File: src/rtl/monpro_pkg.sv
// Shared constants and word types for the MonPro (CIOS) datapath.
package monpro_pkg;

  localparam int unsigned DATA_WIDTH = 32;
  localparam int unsigned TOTAL_ADDR = 32;

  typedef logic [DATA_WIDTH-1:0]   word_t;
  typedef logic [2*DATA_WIDTH-1:0] dword_t;

endpackage

File: src/rtl/mul_add_cell_if.sv
// Operand/result bundle between the MonPro sequencer (master) and the MAC cell (slave).
interface mul_add_cell_if #(
  parameter int unsigned DATA_WIDTH = monpro_pkg::DATA_WIDTH
);

  logic [DATA_WIDTH-1:0] x;
  logic [DATA_WIDTH-1:0] y;
  logic [DATA_WIDTH-1:0] z;
  logic [DATA_WIDTH-1:0] last_c;
  logic [DATA_WIDTH-1:0] s;
  logic [DATA_WIDTH-1:0] c;

  modport master (output x, output y, output z, output last_c, input s, input c);
  modport slave  (input x, input y, input z, input last_c, output s, output c);

endinterface

File: src/rtl/mul_add_mult.sv
// Unsigned DATA_WIDTH x DATA_WIDTH multiplier: shifted partial-product array
// reduced by a balanced binary adder tree.
module mul_add_mult #(
  parameter int unsigned DATA_WIDTH = monpro_pkg::DATA_WIDTH
) (
  input  logic [DATA_WIDTH-1:0]   x,
  input  logic [DATA_WIDTH-1:0]   y,
  output logic [2*DATA_WIDTH-1:0] p
);

  localparam int unsigned PW     = 2 * DATA_WIDTH;
  localparam int unsigned LEVELS = $clog2(DATA_WIDTH);
  localparam int unsigned LEAVES = 2 ** LEVELS;

  logic [PW-1:0] pp [LEAVES];

  // Leaves are the gated shifted multiplicands; each level pairs neighbours in place.
  always_comb begin
    for (int i = 0; i < LEAVES; i++) begin
      pp[i] = '0;
    end
    for (int i = 0; i < DATA_WIDTH; i++) begin
      pp[i] = y[i] ? (PW'(x) << i) : '0;
    end
    for (int l = 0; l < LEVELS; l++) begin
      for (int i = 0; i < (LEAVES >> (l + 1)); i++) begin
        pp[i] = pp[2*i] + pp[2*i+1];
      end
    end
    p = pp[0];
  end

endmodule

File: src/rtl/mul_add_cell.sv
// Word MAC cell {c, s} = x*y + z + last_c, registered output.
// Define MUL_ADD_INPUT_REG_EN to add an operand register stage (latency 2).
module mul_add_cell #(
  parameter int unsigned DATA_WIDTH = monpro_pkg::DATA_WIDTH
) (
  input  logic           clk,
  input  logic           reset,
  mul_add_cell_if.slave  bus
);

  localparam int unsigned DW = DATA_WIDTH;
  localparam int unsigned PW = 2 * DATA_WIDTH;

  logic [DW-1:0] x_q;
  logic [DW-1:0] y_q;
  logic [DW-1:0] z_q;
  logic [DW-1:0] lc_q;
  logic [PW-1:0] prod;
  logic [PW-1:0] result;
  logic [DW-1:0] s_q;
  logic [DW-1:0] c_q;

`ifdef MUL_ADD_INPUT_REG_EN
  // Operand stage, cleared with the output stage so nothing stale survives reset.
  always_ff @(posedge clk or posedge reset) begin
    if (reset) begin
      x_q  <= '0;
      y_q  <= '0;
      z_q  <= '0;
      lc_q <= '0;
    end else begin
      x_q  <= bus.x;
      y_q  <= bus.y;
      z_q  <= bus.z;
      lc_q <= bus.last_c;
    end
  end
`else
  assign x_q  = bus.x;
  assign y_q  = bus.y;
  assign z_q  = bus.z;
  assign lc_q = bus.last_c;
`endif

  mul_add_mult #(.DATA_WIDTH(DW)) u_mult (
    .x (x_q),
    .y (y_q),
    .p (prod)
  );

  // Worst case (2^w-1)^2 + 2(2^w-1) = 2^(2w)-1, so the double word never overflows.
  assign result = prod + PW'(z_q) + PW'(lc_q);

  always_ff @(posedge clk or posedge reset) begin
    if (reset) begin
      s_q <= '0;
      c_q <= '0;
    end else begin
      s_q <= result[DW-1:0];
      c_q <= result[PW-1:DW];
    end
  end

  assign bus.s = s_q;
  assign bus.c = c_q;

endmodule

File: src/flat_wrapper.sv
// flat-port wrapper written by rule: the top's interface ports become plain ports
module mul_add_cell_flat 
#(
  parameter int unsigned DATA_WIDTH = monpro_pkg::DATA_WIDTH
)
  (clk, reset, bus_x, bus_y, bus_z, bus_last_c, bus_s, bus_c);
  mul_add_cell_if #(.DATA_WIDTH(DATA_WIDTH)) bus_i ();
  input  logic clk;
  input  logic reset;
  input wire logic [$bits(bus_i.x)-1:0] bus_x;
  input wire logic [$bits(bus_i.y)-1:0] bus_y;
  input wire logic [$bits(bus_i.z)-1:0] bus_z;
  input wire logic [$bits(bus_i.last_c)-1:0] bus_last_c;
  output wire logic [$bits(bus_i.s)-1:0] bus_s;
  output wire logic [$bits(bus_i.c)-1:0] bus_c;
  assign bus_i.x = bus_x;
  assign bus_i.y = bus_y;
  assign bus_i.z = bus_z;
  assign bus_i.last_c = bus_last_c;
  assign bus_s = bus_i.s;
  assign bus_c = bus_i.c;
  mul_add_cell #(.DATA_WIDTH(DATA_WIDTH)) u_core (.clk(clk), .reset(reset), .bus(bus_i));
endmodule
File: config.mk
export PLATFORM = sky130hd
export DESIGN_NAME = mul_add_cell_flat
export DESIGN_NICKNAME = d
export VERILOG_FILES = /design/src/rtl/monpro_pkg.sv /design/src/rtl/mul_add_cell_if.sv /design/src/rtl/mul_add_mult.sv /design/src/rtl/mul_add_cell.sv /design/src/flat_wrapper.sv
export SDC_FILE = /design/constraint.sdc
export NUM_CORES = 2
export LEC_CHECK = 0
export CAP_MARGIN = 10
export CORE_MARGIN = 4
export CORE_UTILIZATION = 50
export CTS_CLUSTER_SIZE = 25
export DETAILED_ROUTE_END_ITERATION = 8
export GPL_ROUTABILITY_DRIVEN = 0
export HOLD_SLACK_MARGIN = 0.15
export MAX_ROUTING_LAYER = met4
export PLACE_DENSITY = 0.68
export SLEW_MARGIN = 40
export SYNTH_ARGS = -nofsm -noshare
export SYNTH_HDL_FRONTEND = slang
export SYNTH_SLANG_ARGS = --single-unit
File: constraint.sdc
create_clock -name clk -period 2.2 [get_ports clk]
set_input_delay 0.33 -clock clk [delete_from_list [all_inputs] [get_ports clk]]
set_output_delay 0.33 -clock clk [all_outputs]
set_load 0.01 [all_outputs]
==> results by group <==
Status
  – Status: finished, violations left
  – Failing checks: negative setup slack

Floorplanning
  – Die area: 91800 µm²
  – Initial Util: 50.8%
  – Die X-Extent: 303 µm
  – Row cnt: ~110
  – I/O pins: just under 200
  – Core area: about 86000 µm²
  – Die Y: 303 µm

Routing
  – Drt total wl: ~160 mm
  – Initial drt markers: 2937
  – Routed WL per cell: 20.5 µm
  – DRC Markers: 0
  – Routed Antenna Nets: 0
  – Routed vias: approximately 43000
  – Via density: 5.64
  – Drt pass-1 iters: 6

GRT
  – Antenna violations before repair: 5
  – First-pass GRT wire length: 232 mm
  – Congestion Overflow GR: 0
  – Largest net degree at the start of global routing: 65
  – Vias in the first global route: 44227
  – Total global-route track usage: 33.2%

Placed design
  – Dpl ws: -7810 ps
  – I/O Buffers: 193
  – Placed wire-length estimate: between 100 and 150 mm
  – Placed Cells: 7507

Synthesis
  – Syn Std Cell Area: 43500 µm²
  – Area fraction of the dominant cell type after synthesis: between 30% and 40%
  – Syn_area_per_cell: 8.38 µm²
  – #FFs+latches synth: 64
  – Top FF cell, synth: dfrtp_1
  – Sequential fraction of the synthesis area: 3.68%
  – Number of synthesized flops with an enable pin: 0
  – Ranking of synthesized cells by area: fa_1, ha_1, and2_1
  – Fraction of registers with async set/reset: 100%
  – Synth cell types: 82
  – Synthesis Warnings: 0
  – Synth area leader: fa_1
  – Mapped Cells: a little over 5000
  – Syn_nets: 6537

Timing
  – Hold Fails Final Rpt: 0
  – Worst Setup Slack, final: -6990 ps
  – Final period util: 418%
  – Worst-Margin Slew: 637 ps
  – Top achievable clock speed: 109 MHz
  – Tmin final: 9190 ps
  – Setup Total Neg Slack: -335120 ps
  – Final Setup Violations: a little over 60
  – Final Slew Violations: 0
  – Relative slew slack: 57.5%
  – Min Hold Slack: 376 ps
  – RSZ-0062 raised after global routing: true

Critical path
  – CP max stage cell: fa_2
  – WP data arrival: 9400 ps
  – CP startpoint kind: input port
  – Crit path largest cell delay: 570 ps
  – Crit end category: flop
  – Max FO, Critical Path: 8
  – Req. time, crit path: between 2000 and 2500 ps
  – Setup CP Type: input port to flop
  – Top cell by count, worst path: fa_2

Cells and area
  – Commonest non-fill, non-tap cell in the layout: buf_4
  – Multi-input gate area: roughly 43000 µm²
  – Share of layout cells above drive strength 1: 30.9%
  – Nets: 7856
  – Most frequent cells in the layout: buf_4, and2_1, inv_1
  – Register Area: around 1600 µm²
  – Area delta synth->final: 41.7%
  – Fillers: between 6000 and 7000
  – Layout Cells excl Fill: roughly 7700

Clock network
  – Total CTS buffers: 9
  – Clock buffer depth: 2
  – TritonCTS sink count: 64
  – H-tree depth: 3
  – Clk root buf: clkbuf_16
  – CTS Hold Bufs: 0
  – CTS tree: built
  – CTS clk-pin slew, worst paths: 60 ps

Job
  – Max_cap viols: 0

Worst hold path
  – Hold/Removal Path Class: input port to asynchronous set/reset pin
==> how the worst max path moves through the flow <==
stage | startpoint | end
finish | bus_y[9] | u_core.bus.c[23]$_DFF_PP0_
detailed placement | bus_x[0] | u_core.bus.c[31]$_DFF_PP0_
global route | bus_x[1] | u_core.bus.c[29]$_DFF_PP0_
global placement | bus_x[0] | u_core.bus.c[31]$_DFF_PP0_
CTS | bus_x[1] | u_core.bus.c[23]$_DFF_PP0_
floorplan | bus_x[1] | u_core.bus.c[29]$_DFF_PP0_
==> cells in the mapped netlist, types with 8 or more instances <==
master     instances
nor2b_1           40
xor2_1           121
or3_1             19
o2111ai_1          9
a31o_2            10
fa_1             675
nor2_1           175
dfrtp_1           64
a211o_1           10
o21bai_1          44
o211ai_1          22
a211oi_1          28
nand2b_1          56
and3_1            35
a21oi_1          302
nand4_1           28
and2_1           745
nor3_1            53
a31oi_1           43
o21ai_0          168
clkbuf_1         205
a21o_1           157
a21boi_0           8
o21a_1            49
ha_1             544
xnor2_1          207
o31a_1             8
nand2_1          463
or2_2             10
o31ai_1           24
nand3_1           73
inv_1            670
==> logic make-up after synthesis <==
group / share of synthesized area [%]
compound gates: 14.3
xor+xnor: 6.61
fa+ha+maj: 46.7
buf+inv: 7.81
flops: 3.68
mux: 0.0230
simple gates: 20.9
==> stage by stage <==
stage	cell area (µm²)	util (%)
2_1_floorplan	44300	-
3_3_place_gp	56300	65.7
4_1_cts	59500	69.4
6_report	61600	71.9
3_5_place_dp	56300	65.7
5_1_grt	61600	71.9
==> worst max-delay path: cells and delay by family <==
family / cells / cell delay, ps
adders and majority gates: 9 / 3940
AOI/OAI and AO/OA: 14 / 3030
buffers and inverters: 9 / 1210
xor gates and xnor gates: 2 / 450
and+or+nand+nor: 3 / 430
==> final cells by class <==
class                      count  share of cell area (%)
antenna                        4                  0.0162
clock inverter                 4                   0.122
timing repair buffer        1527                    21.4
sequential                    64                    2.60
clock buffer                  12                   0.433
tap                         1144                    2.32
inverter                     670                    4.09
multi-input combinational   4235                    69.0
==> sequential cells by signal, indices dropped and copies added (netlist names) <==
| name | flops |
|---|---|
| u_core.bus.s | 32 |
| u_core.bus.c | 32 |
==> repair_timing <==
action                     4_1_cts  5_1_grt
cloned                          10        6
setup endpoints to repair       63       62
resized for setup              474      388
pin swaps                      268      264
setup buffers                   78       50
==> metal layers <==
metal | track usage (%) | vias to the layer above | wire length [µm]
met5 | - | - | 0
met4 | 19.4 | 0 | 12500
met3 | 4.17 | 640 | 10900
met2 | 55.7 | 1751 | 75500
met1 | 38.2 | 21282 | 58300
li1 | - | 19537 | -
Power is left out: the tool's default activity adds up to more than one toggle a clock period on the data nets, which glitch-free logic cannot reach.
